==> src/rtl/vga_pkg.sv <==
// vga_pkg: pattern mode encodings, 3-bit {r,g,b} colour constants and standard timing presets
package vga_pkg;
    typedef enum logic [1:0] {
        MODE_BARS    = 2'd0,
        MODE_CHECKER = 2'd1,
        MODE_GRID    = 2'd2,
        MODE_BLINK   = 2'd3
    } mode_e;
    localparam logic [2:0] RGB_BLACK   = 3'b000;
    localparam logic [2:0] RGB_BLUE    = 3'b001;
    localparam logic [2:0] RGB_GREEN   = 3'b010;
    localparam logic [2:0] RGB_CYAN    = 3'b011;
    localparam logic [2:0] RGB_RED     = 3'b100;
    localparam logic [2:0] RGB_MAGENTA = 3'b101;
    localparam logic [2:0] RGB_YELLOW  = 3'b110;
    localparam logic [2:0] RGB_WHITE   = 3'b111;
    typedef struct packed {
        logic [11:0] sync;
        logic [11:0] back;
        logic [11:0] active;
        logic [11:0] front;
    } axis_t;
    localparam axis_t H_800X600_72   = '{12'd120, 12'd64, 12'd800, 12'd56};
    localparam axis_t V_800X600_72   = '{12'd6, 12'd23, 12'd600, 12'd37};
    localparam axis_t H_1280X1024_60 = '{12'd112, 12'd248, 12'd1280, 12'd48};
    localparam axis_t V_1280X1024_60 = '{12'd3, 12'd38, 12'd1024, 12'd1};
endpackage

==> src/rtl/vga_timing_pattern_if.sv <==
// vga_timing_pattern_if: pattern request in, registered raster/video signals out
interface vga_timing_pattern_if #(parameter int COLOR_BITS = 1);
    logic [1:0]            mode_sel;
    logic                  hsync;
    logic                  vsync;
    logic                  de;
    logic [COLOR_BITS-1:0] red;
    logic [COLOR_BITS-1:0] green;
    logic [COLOR_BITS-1:0] blue;
    logic [11:0]           x_pos;
    logic [11:0]           y_pos;
    logic                  frame_start;
    logic [1:0]            mode_active;
    modport master (input mode_sel, output hsync, vsync, de, red, green, blue, x_pos, y_pos, frame_start, mode_active);
    modport slave (output mode_sel, input hsync, vsync, de, red, green, blue, x_pos, y_pos, frame_start, mode_active);
endinterface

==> src/rtl/vga_pattern_gen.sv <==
// vga_pattern_gen: combinational test-pattern colour for one active-area pixel
module vga_pattern_gen
    import vga_pkg::*;
#(
    parameter int H_ACTIVE   = 1280,
    parameter int V_ACTIVE   = 1024,
    parameter int COLOR_BITS = 1,
    parameter int CHECK_LOG2 = 5,
    parameter int GRID_LOG2  = 6,
    parameter int BLINK_LOG2 = 5
) (
    input  mode_e                 mode_i,
    input  logic [11:0]           x_i,
    input  logic [11:0]           y_i,
    input  logic [7:0]            frame_cnt_i,
    input  logic                  in_active_i,
    output logic [COLOR_BITS-1:0] red_o,
    output logic [COLOR_BITS-1:0] green_o,
    output logic [COLOR_BITS-1:0] blue_o
);
    logic [2:0] bar_idx, bar_rgb, blink_rgb, rgb;
    logic       grid_on;
    assign blink_rgb = ((frame_cnt_i >> BLINK_LOG2) & 8'd1) != 8'd0 ? RGB_BLACK : RGB_WHITE;
    assign grid_on = x_i[GRID_LOG2-1:0] == '0 || y_i[GRID_LOG2-1:0] == '0 ||
                     x_i == 12'(H_ACTIVE-1) || y_i == 12'(V_ACTIVE-1);
    // boundaries are increasing, so the last one passed is the bar index
    always_comb begin
        bar_idx = '0;
        for (int k = 1; k < 8; k++)
            if (x_i >= 12'(k * H_ACTIVE / 8)) bar_idx = 3'(k);
    end
    always_comb begin
        case (bar_idx)
            3'd0:    bar_rgb = blink_rgb;
            3'd1:    bar_rgb = RGB_YELLOW;
            3'd2:    bar_rgb = RGB_CYAN;
            3'd3:    bar_rgb = RGB_GREEN;
            3'd4:    bar_rgb = RGB_MAGENTA;
            3'd5:    bar_rgb = RGB_RED;
            3'd6:    bar_rgb = RGB_BLUE;
            default: bar_rgb = RGB_WHITE;
        endcase
    end
    always_comb begin
        case (mode_i)
            MODE_BARS:    rgb = y_i >= 12'(V_ACTIVE/4) ? RGB_GREEN : bar_rgb;
            MODE_CHECKER: rgb = (x_i[CHECK_LOG2] ^ y_i[CHECK_LOG2]) ? RGB_BLACK : RGB_WHITE;
            MODE_GRID:    rgb = grid_on ? RGB_WHITE : RGB_BLACK;
            default:      rgb = blink_rgb;
        endcase
        if (!in_active_i) rgb = RGB_BLACK;
    end
    assign red_o   = {COLOR_BITS{rgb[2]}};
    assign green_o = {COLOR_BITS{rgb[1]}};
    assign blue_o  = {COLOR_BITS{rgb[0]}};
endmodule

==> src/rtl/vga_timing_pattern.sv <==
// vga_timing_pattern: H/V raster counters (stage 0) feeding one register stage of syncs, DE,
// coordinates and test-pattern colour (stage 1), so every pin has the same 1-clk latency.
module vga_timing_pattern
    import vga_pkg::*;
#(
    parameter int H_SYNC     = 112,
    parameter int H_BACK     = 248,
    parameter int H_ACTIVE   = 1280,
    parameter int H_FRONT    = 48,
    parameter int V_SYNC     = 3,
    parameter int V_BACK     = 38,
    parameter int V_ACTIVE   = 1024,
    parameter int V_FRONT    = 1,
    parameter int H_SYNC_POL = 1,
    parameter int V_SYNC_POL = 1,
    parameter int COLOR_BITS = 1,
    parameter int CHECK_LOG2 = 5,
    parameter int GRID_LOG2  = 6,
    parameter int BLINK_LOG2 = 5
) (
    input logic clk,
    input logic rst,
    vga_timing_pattern_if.master vga
);
    localparam int          H_TOTAL = H_SYNC + H_BACK + H_ACTIVE + H_FRONT;
    localparam int          V_TOTAL = V_SYNC + V_BACK + V_ACTIVE + V_FRONT;
    localparam logic [11:0] H_ACT0  = 12'(H_SYNC + H_BACK);
    localparam logic [11:0] H_ACTL  = 12'(H_SYNC + H_BACK + H_ACTIVE - 1);
    localparam logic [11:0] V_ACT0  = 12'(V_SYNC + V_BACK);
    localparam logic [11:0] V_ACTL  = 12'(V_SYNC + V_BACK + V_ACTIVE - 1);
    localparam logic        HP      = 1'(H_SYNC_POL);
    localparam logic        VP      = 1'(V_SYNC_POL);
    logic [11:0]           h_q, h_d, v_q, v_d, x_q, x_d, y_q, y_d;
    logic [7:0]            fc_q, fc_d;
    logic                  run_q, h_end, v_end;
    logic                  hs_q, hs_d, vs_q, vs_d, de_q, de_d, fs_q, fs_d;
    logic [COLOR_BITS-1:0] r_q, r_d, g_q, g_d, b_q, b_d;
    mode_e                 mode_q, mode_d;
    // run_q holds the counters at 0,0 for the first clk after reset release
    always_comb begin
        h_end  = h_q == 12'(H_TOTAL - 1);
        v_end  = v_q == 12'(V_TOTAL - 1);
        h_d    = !run_q ? h_q : h_end ? '0 : h_q + 12'd1;
        v_d    = !(run_q && h_end) ? v_q : v_end ? '0 : v_q + 12'd1;
        fc_d   = run_q && h_end && v_end ? fc_q + 8'd1 : fc_q;
        fs_d   = run_q && h_q == '0 && v_q == '0;
        mode_d = fs_d ? mode_e'(vga.mode_sel) : mode_q;
        hs_d   = run_q && h_q < 12'(H_SYNC) ? HP : !HP;
        vs_d   = run_q && v_q < 12'(V_SYNC) ? VP : !VP;
        de_d   = run_q && h_q >= H_ACT0 && h_q <= H_ACTL && v_q >= V_ACT0 && v_q <= V_ACTL;
        x_d    = de_d ? h_q - H_ACT0 : '0;
        y_d    = de_d ? v_q - V_ACT0 : '0;
    end
    vga_pattern_gen #(
        .H_ACTIVE(H_ACTIVE), .V_ACTIVE(V_ACTIVE), .COLOR_BITS(COLOR_BITS),
        .CHECK_LOG2(CHECK_LOG2), .GRID_LOG2(GRID_LOG2), .BLINK_LOG2(BLINK_LOG2)
    ) u_gen (
        .mode_i(mode_d), .x_i(x_d), .y_i(y_d), .frame_cnt_i(fc_q), .in_active_i(de_d),
        .red_o(r_d), .green_o(g_d), .blue_o(b_d)
    );
    always_ff @(posedge clk or negedge rst) begin
        if (!rst) begin
            run_q  <= 1'b0;
            h_q    <= '0;
            v_q    <= '0;
            fc_q   <= '0;
            mode_q <= MODE_BARS;
            hs_q   <= !HP;
            vs_q   <= !VP;
            de_q   <= 1'b0;
            fs_q   <= 1'b0;
            x_q    <= '0;
            y_q    <= '0;
            r_q    <= '0;
            g_q    <= '0;
            b_q    <= '0;
        end else begin
            run_q  <= 1'b1;
            h_q    <= h_d;
            v_q    <= v_d;
            fc_q   <= fc_d;
            mode_q <= mode_d;
            hs_q   <= hs_d;
            vs_q   <= vs_d;
            de_q   <= de_d;
            fs_q   <= fs_d;
            x_q    <= x_d;
            y_q    <= y_d;
            r_q    <= r_d;
            g_q    <= g_d;
            b_q    <= b_d;
        end
    end
    assign vga.hsync       = hs_q;
    assign vga.vsync       = vs_q;
    assign vga.de          = de_q;
    assign vga.frame_start = fs_q;
    assign vga.x_pos       = x_q;
    assign vga.y_pos       = y_q;
    assign vga.red         = r_q;
    assign vga.green       = g_q;
    assign vga.blue        = b_q;
    assign vga.mode_active = mode_q;
endmodule

==> src/flat_wrapper.sv <==
// flat-port wrapper written by rule: the top's interface ports become plain ports
module vga_timing_pattern_flat import vga_pkg::*;
#(
    parameter int H_SYNC     = 112,
    parameter int H_BACK     = 248,
    parameter int H_ACTIVE   = 1280,
    parameter int H_FRONT    = 48,
    parameter int V_SYNC     = 3,
    parameter int V_BACK     = 38,
    parameter int V_ACTIVE   = 1024,
    parameter int V_FRONT    = 1,
    parameter int H_SYNC_POL = 1,
    parameter int V_SYNC_POL = 1,
    parameter int COLOR_BITS = 1,
    parameter int CHECK_LOG2 = 5,
    parameter int GRID_LOG2  = 6,
    parameter int BLINK_LOG2 = 5
)
  (clk, rst, vga_mode_sel, vga_hsync, vga_vsync, vga_de, vga_red, vga_green, vga_blue, vga_x_pos, vga_y_pos, vga_frame_start, vga_mode_active);
  vga_timing_pattern_if #(.COLOR_BITS(COLOR_BITS)) vga_i ();
  input logic clk;
  input logic rst;
  input wire logic [$bits(vga_i.mode_sel)-1:0] vga_mode_sel;
  output wire logic [$bits(vga_i.hsync)-1:0] vga_hsync;
  output wire logic [$bits(vga_i.vsync)-1:0] vga_vsync;
  output wire logic [$bits(vga_i.de)-1:0] vga_de;
  output wire logic [$bits(vga_i.red)-1:0] vga_red;
  output wire logic [$bits(vga_i.green)-1:0] vga_green;
  output wire logic [$bits(vga_i.blue)-1:0] vga_blue;
  output wire logic [$bits(vga_i.x_pos)-1:0] vga_x_pos;
  output wire logic [$bits(vga_i.y_pos)-1:0] vga_y_pos;
  output wire logic [$bits(vga_i.frame_start)-1:0] vga_frame_start;
  output wire logic [$bits(vga_i.mode_active)-1:0] vga_mode_active;
  assign vga_i.mode_sel = vga_mode_sel;
  assign vga_hsync = vga_i.hsync;
  assign vga_vsync = vga_i.vsync;
  assign vga_de = vga_i.de;
  assign vga_red = vga_i.red;
  assign vga_green = vga_i.green;
  assign vga_blue = vga_i.blue;
  assign vga_x_pos = vga_i.x_pos;
  assign vga_y_pos = vga_i.y_pos;
  assign vga_frame_start = vga_i.frame_start;
  assign vga_mode_active = vga_i.mode_active;
  vga_timing_pattern #(.H_SYNC(H_SYNC), .H_BACK(H_BACK), .H_ACTIVE(H_ACTIVE), .H_FRONT(H_FRONT), .V_SYNC(V_SYNC), .V_BACK(V_BACK), .V_ACTIVE(V_ACTIVE), .V_FRONT(V_FRONT), .H_SYNC_POL(H_SYNC_POL), .V_SYNC_POL(V_SYNC_POL), .COLOR_BITS(COLOR_BITS), .CHECK_LOG2(CHECK_LOG2), .GRID_LOG2(GRID_LOG2), .BLINK_LOG2(BLINK_LOG2)) u_core (.clk(clk), .rst(rst), .vga(vga_i));
endmodule
==> config.mk <==
export PLATFORM = sky130hd
export DESIGN_NAME = vga_timing_pattern_flat
export DESIGN_NICKNAME = d
export VERILOG_FILES = /design/src/rtl/vga_pkg.sv /design/src/rtl/vga_timing_pattern_if.sv /design/src/rtl/vga_pattern_gen.sv /design/src/rtl/vga_timing_pattern.sv /design/src/flat_wrapper.sv
export SDC_FILE = /design/constraint.sdc
export NUM_CORES = 1
export LEC_CHECK = 0
export CAP_MARGIN = 0
export CORE_MARGIN = 3
export CORE_UTILIZATION = 58
export CTS_CLUSTER_SIZE = 24
export DETAILED_ROUTE_END_ITERATION = 10
export MAX_ROUTING_LAYER = met4
export PLACE_DENSITY = 0.82
export SLEW_MARGIN = 20
export SYNTH_ARGS = -nofsm -noshare
export SYNTH_HDL_FRONTEND = slang
export SYNTH_SLANG_ARGS = --single-unit
==> constraint.sdc <==
create_clock -name clk -period 3.5 [get_ports clk]
set_clock_uncertainty 0.1 [all_clocks]
set_input_delay 0.7 -clock clk [delete_from_list [all_inputs] [get_ports clk]]
set_output_delay 0.7 -clock clk [all_outputs]
set_load 0.005 [all_outputs]
Word level (Yosys, flattened, before mapping)
Cells that the tools add are included.
{"block": "totals", "regBits": 66, "latch_bits": 0, "ram_bits": 0, "mem_bits_ro": 0, "in_bits": 4, "out_inout_bits": 33, "word_cells": 86, "n_memories": 0}
{"block": "op_classes", "addsub": 5, "n_mul": 0, "div": 0, "n_lt_le_gt_ge": 14, "eq_ne": 12, "shift": 0, "mux": 21, "n_bitwise": 1, "n_reduce_logical": 19}
{"cell": "$ge 12x9->1 const B", "n": 4}
{"cell": "$mux 12", "n": 4}
{"cell": "$eq 12x11->1 const B", "n": 3}
{"cell": "$ge 12x10->1 const B", "n": 3}
{"cell": "$mux 3", "n": 11}
{"cell": "$add 12x1->12 const B", "n": 2}
{"cell": "$le 12x11->1 const B", "n": 2}
{"cell": "$logic_not 12->1", "n": 2}
{"cell": "$pmux 3 s7", "n": 1}
{"cell": "$eq 12x10->1 const B", "n": 1}
{"cell": "$ge 12x11->1 const B", "n": 1}
{"cell": "$ge 12x6->1 const B", "n": 1}
{"cell": "$ge 12x8->1 const B", "n": 1}
{"cell": "$logic_not 6->1", "n": 2}
{"cell": "$lt 12x2->1 const B", "n": 1}
{"cell": "$lt 12x7->1 const B", "n": 1}
{"cell": "$sub 12x6->12 const B", "n": 1}
{"cell": "$sub 12x9->12 const B", "n": 1}
{"cell": "$logic_and 1x1->1", "n": 10}
{"cell": "$eq 3x3->1 const B", "n": 3}
{"cell": "$pmux 3 s3", "n": 1}
{"cell": "$add 8x1->8 const B", "n": 1}
{"cell": "$eq 3x2->1 const B", "n": 2}
{"cell": "$eq 3x1->1 const B", "n": 1}
{"cell": "8 further kinds", "n": 12}

Longest topological paths before layout
{"block": "depth", "depth_word": 19, "depth_mapped": 11}

By module
From an unflattened synthesis, not the netlist that was laid out.
{"block": "hier_totals", "hier_cells": 358, "area_unflattened_um2": 3498.4}
{"module": "vga_timing_pattern", "n_inst": 1, "cells_each": 298, "area_per_inst_um2": 3120.5}
{"module": "vga_pattern_gen", "n_inst": 1, "cells_each": 60, "area_per_inst_um2": 377.9}

Worst setup path before layout
Ideal clock, no wire load.
{"block": "synth_path", "path_kind": "register to register", "startpoint": "register u_core.h_q[3]", "endpoint": "register u_core.r_q, in the netlist u_core.vga.red", "t_arrival_ns": 2.563, "required_time_ns": 3.301, "path_slack_ns": 0.738, "path_stages_with_launch": 11, "path_buffers": 1, "synth_period_minus_slack_ns": 2.762, "cell_sequence": "dfrtp_1 > buf_2 > inv_1 > ha_1 > and3b_4 > xor2_2 > nand2_1 > a2111oi_0 > nor2_1 > a311o_1 > a311oi_1"}
{"block": "synth_between", "elab_chain_cells": 19, "word_cells_on_any_way": 52}
{"element": "start: declaration", "line": "vga_timing_pattern.sv:33", "rtl": "logic [11:0] h_q, h_d, v_q, v_d, x_q, x_d, y_q, y_d;"}
{"element": "start signal: assignment", "line": "vga_timing_pattern.sv:64", "rtl": "h_q <= '0;"}
{"element": "start signal: assignment", "line": "vga_timing_pattern.sv:79", "rtl": "h_q <= h_d;"}
{"element": "$ge 12x9->1", "line": "vga_timing_pattern.sv:50", "rtl": "de_d = run_q && h_q >= H_ACT0 && h_q <= H_ACTL && v_q >= V_ACT0 && v_q <= V_ACTL;"}
{"element": "$logic_and 1x1->1 (4 in a row)", "line": "vga_timing_pattern.sv:50"}
{"element": "$mux 12", "line": "vga_timing_pattern.sv:51", "rtl": "x_d = de_d ? h_q - H_ACT0 : '0;"}
{"element": "$ge 12x8->1", "line": "vga_pattern_gen.sv:30", "rtl": "if (x_i >= 12'(k * H_ACTIVE / 8)) bar_idx = 3'(k);"}
{"element": "$mux 1", "line": "vga_pattern_gen.sv:30"}
{"element": "$mux 3 (6 in a row)", "line": "vga_pattern_gen.sv:30"}
{"element": "$eq 3x3->1 (tied with other cells)", "line": "vga_pattern_gen.sv:33", "rtl": "case (bar_idx)"}
{"element": "$pmux 3 s7", "line": "vga_pattern_gen.sv:33"}
{"element": "$mux 3", "line": "vga_pattern_gen.sv:46", "rtl": "MODE_BARS: rgb = y_i >= 12'(V_ACTIVE/4) ? RGB_GREEN : bar_rgb;"}
{"element": "$pmux 3 s3", "line": "vga_pattern_gen.sv:45", "rtl": "case (mode_i)"}
{"element": "$mux 3 *", "line": "vga_pattern_gen.sv:51", "rtl": "if (!in_active_i) rgb = RGB_BLACK;"}
{"element": "net u_core.r_d", "line": "vga_timing_pattern.sv:37", "rtl": "logic [COLOR_BITS-1:0] r_q, r_d, g_q, g_d, b_q, b_d;"}
{"element": "end signal: assignment", "line": "vga_timing_pattern.sv:89", "rtl": "r_q <= r_d;"}
{"element": "end: declaration", "line": "vga_timing_pattern.sv:37"}
The timed path passes the listed nets; every way through them passes the cells marked *.
A chain may end at the register's enable or synchronous reset.

Worst setup path in the final report
Same ends and word-level chain as after synthesis.

==> flow_summary.yaml <==
synth:
  synth.avg_cell_area_um2: 9.250
  synth_top_family_by_area: "simple AND/OR/NAND/NOR gates"
  synth_cells: 412
  yosysSeqAreaShare_pct: 42.02
  synth_top_cell_by_area: "dfrtp_1"
  syn_nets: 426
  synth-warning-count: 0
  synth_compound_gate_area_share_pct: 14.05
  yosysUniqueCellTypes: 70
  synth_top_area_share_pct: 42.02
  synth_edf_count: 0
  synthXorXnorAreaFrac_pct: 8.240
  synth-simple-area-share_pct: 24.98
  synthAdderAreaFrac_pct: 3.283
  syn_area_mm2: 0.003811
  muxShareOfSynthArea_pct: 2.200
  ys_top_cells_by_area: "dfrtp_1, xnor2_1, nor2_1"
  async_flop_share_pct: 100.0
  synth_ff_type: "dfrtp_1"
  yosysMostFrequentCell: "dfrtp_1"
  synth_seq_cells: 64
  synth_commonest_cells: "dfrtp_1, nor2_1, nand2_1"
sta:
  max_freq_mhz: 306.5
  hold_viol: 0
  worstMarginPinSlew_ns: 0.7258
  tns_ns: 0
  slew_headroom_pct: 51.45
  setup_viol: 0
  drv_slew: 0
  post-route-min-period_ns: 3.262
  rsz0062_at_grt: "no"
  min_period_over_period_pct: 93.21
clock_network:
  h-tree-depth: 3
  cts_tree: "yes"
  cts_hold_buf: 0
  clk_path_buf_depth: 2
  root_buffer: "clkbuf_8"
  cts_resized: 0
  clk_pin_slew_ns: 0.07
  insertion_delay_ns: 0.35
  cts_buffers: 9
  cts_sinks: 64
  post_cts.repair.setup_buffers: 0
global_route:
  grt_pass1_vias: 2898
  grt_usage_pct: 25.10
  grt_first_pass_wirelength_um: 14500
  overflow: 0
  grt_start_max_net_pins: 25
  antenna_found_initial: 0
final_layout:
  final_util_pct: 71.47
  seq_area_mm2: 0.001602
  syn_to_final_growth_pct: 14.97
  multi_input_area_mm2: 0.002014
  layout.nets: 452
  fillers: 463
  drive_gt1_share_pct: 10.16
  n_antenna_cell: 0
worst_setup_path:
  crit_type: "flop to flop"
  rrSetupSlack_ns: 0.24
  worstPathArrival_ns: 3.40
  max_stage_delay_ns: 0.62
  path_max_fanout: 12
  cp-start-kind: "flop"
  crit_chain: "inv_1 > ha_1 > and3b_4 > xor2_2 > nand2_1 > a2111oi_0 > nor2_1 > a311o_1 > a311oi_1"
  cp-end-kind: "flop"
  slowest_stage: "a2111oi_0"
  required_ns: 3.64
floorplan:
  row_count: 28
  core_mm2: 0.006131
  dieWidth_um: 87.06
  dieArea_mm2: 0.007579
  die_h_um: 87.06
  start_util_pct: 62.16
  pin_count: 37
job:
  maxCapViolCount: 0
status:
  status: "finished clean"
detailed_routing:
  wirelength_um: 8845
  wire_per_inst_um: 17.08
  firstDrtPassIters: 5
  routed_via_density: 6.135
  drc: 0
  drtIter0Drc: 281
  ant_nets: 0
  vias: 3178
power_and_ir_drop:
  irDropWorstVdd_mv: 0.3681
  power.density_mw_per_mm2: 430.4
  p_leak_nw: 1.884
min_path:
  hold_class: "input port to asynchronous set/reset pin"
place:
  dp_hpwl_um: 6373
  portBuffers: 36
  place.gp.congestion: 0.9607
-- cells by family (layout without fill, tap and decap cells) --
group,count (synthesis),in the layout
flip-flops,64,64
multiplexers,8,8
AND/OR/NAND/NOR,176,176
other,1,1
adder cells (fa/ha/maj),10,10
XOR/XNOR,35,35
buffers and inverters,44,75
AO/OA/AOI/OAI,74,74
-- final cells by class --
class / instances / share of cell area (%)
Clock buffer: 9 / 2.827
Clock inverter: 7 / 1.656
Inverter: 14 / 1.199
Multi-Input combinational cell: 304 / 45.97
Sequential cell: 64 / 36.55
Tap cell: 75 / 2.142
Timing Repair Buffer: 45 / 9.652
-- stage by stage --
step	hold WS [ns]	power [W]	worst slack, ns	cell area [um2]	cells
floorplan	0.3044	0.001143	0.7377	3811	412
global placement	0.3657	0.001244	0.4474	4185	502
detailed placement	0.3927	0.001260	0.3008	4185	502
CTS	0.2215	0.001891	0.2838	4382	518
global route	0.2357	0.001964	0.06705	4382	518
finish	0.2092	0.001886	0.2377	4382	518
-- per-layer routing --
| layer | GRT usage (%) | share of wire (%) | vias up |
|---|---|---|---|
| met1 | 35.42 | 47 | 1478 |
| met2 | 36.02 | 44 | 151 |
| met3 | 4.352 | 7.1 | 18 |
| li1 | - | - | 1531 |
| met5 | - | 0 | - |
| met4 | 9.915 | 1.8 | 0 |
-- power breakdown --
part / leakage, nW / internal, W / switching, W
sequential: 0.874 / 0.000782 / 0.0000866
combinational: 0.915 / 0.000153 / 0.000233
clock: 0.0952 / 0.000328 / 0.000302
-- sequential cells by signal, indices dropped and copies added (netlist names) --
register                count
u_core.vga.blue             1
u_core.v_q                 12
u_core.vga.de               1
u_core.vga.red              1
u_core.vga.frame_start      1
u_core.vga.green            1
u_core.h_q                 12
u_core.vga.hsync            1
u_core.run_q                1
u_core.fc_q                 6
u_core.vga.mode_active      2
u_core.vga.vsync            1
u_core.vga.x_pos           12
u_core.vga.y_pos           12
-- worst max-delay path: cells and delay by family (launching register included) --
| family | cells | cell delay (ns) |
|---|---|---|
| adders and majority gates | 1 | 0.28 |
| buffers and inverters | 1 | 0.15 |
| xor gates and xnor gates | 1 | 0.27 |
| and+or+nand+nor | 3 | 0.55 |
| AOI/OAI and AO/OA | 3 | 1.25 |
| DFF | 1 | 0.55 |
-- layout by cell type, fill, tap and decap left out, types with 4 or more instances in the layout --
cell	instances
xnor2_1	24
nand3_1	10
nand4_1	12
a21oi_1	12
mux2i_1	5
or3_1	6
nor4_1	9
o21ai_0	13
buf_4	9
nand2b_1	4
clkbuf_8	9
o31ai_1	4
nor2_1	47
a211oi_1	4
nand2_1	33
dfrtp_1	64
nor3_1	14
and2_1	6
and3_1	6
inv_1	12
ha_1	10
xor2_1	10
clkdlybuf4s50_1	35
-- final timing paths --
path                                      from                   to  cells after the start
worst max-delay path             u_core.h_q[3]       u_core.vga.red                      9
worst min-delay path                       rst  u_core.vga.x_pos[9]                      1
worst max register to register   u_core.h_q[3]       u_core.vga.red                      9
worst min register to register  u_core.fc_q[2]       u_core.fc_q[2]                      1
max in group asynchronous                  rst  u_core.vga.y_pos[7]                      2
min in group clk                u_core.fc_q[2]       u_core.fc_q[2]                      1
Power figures use the tool's default switching activity.
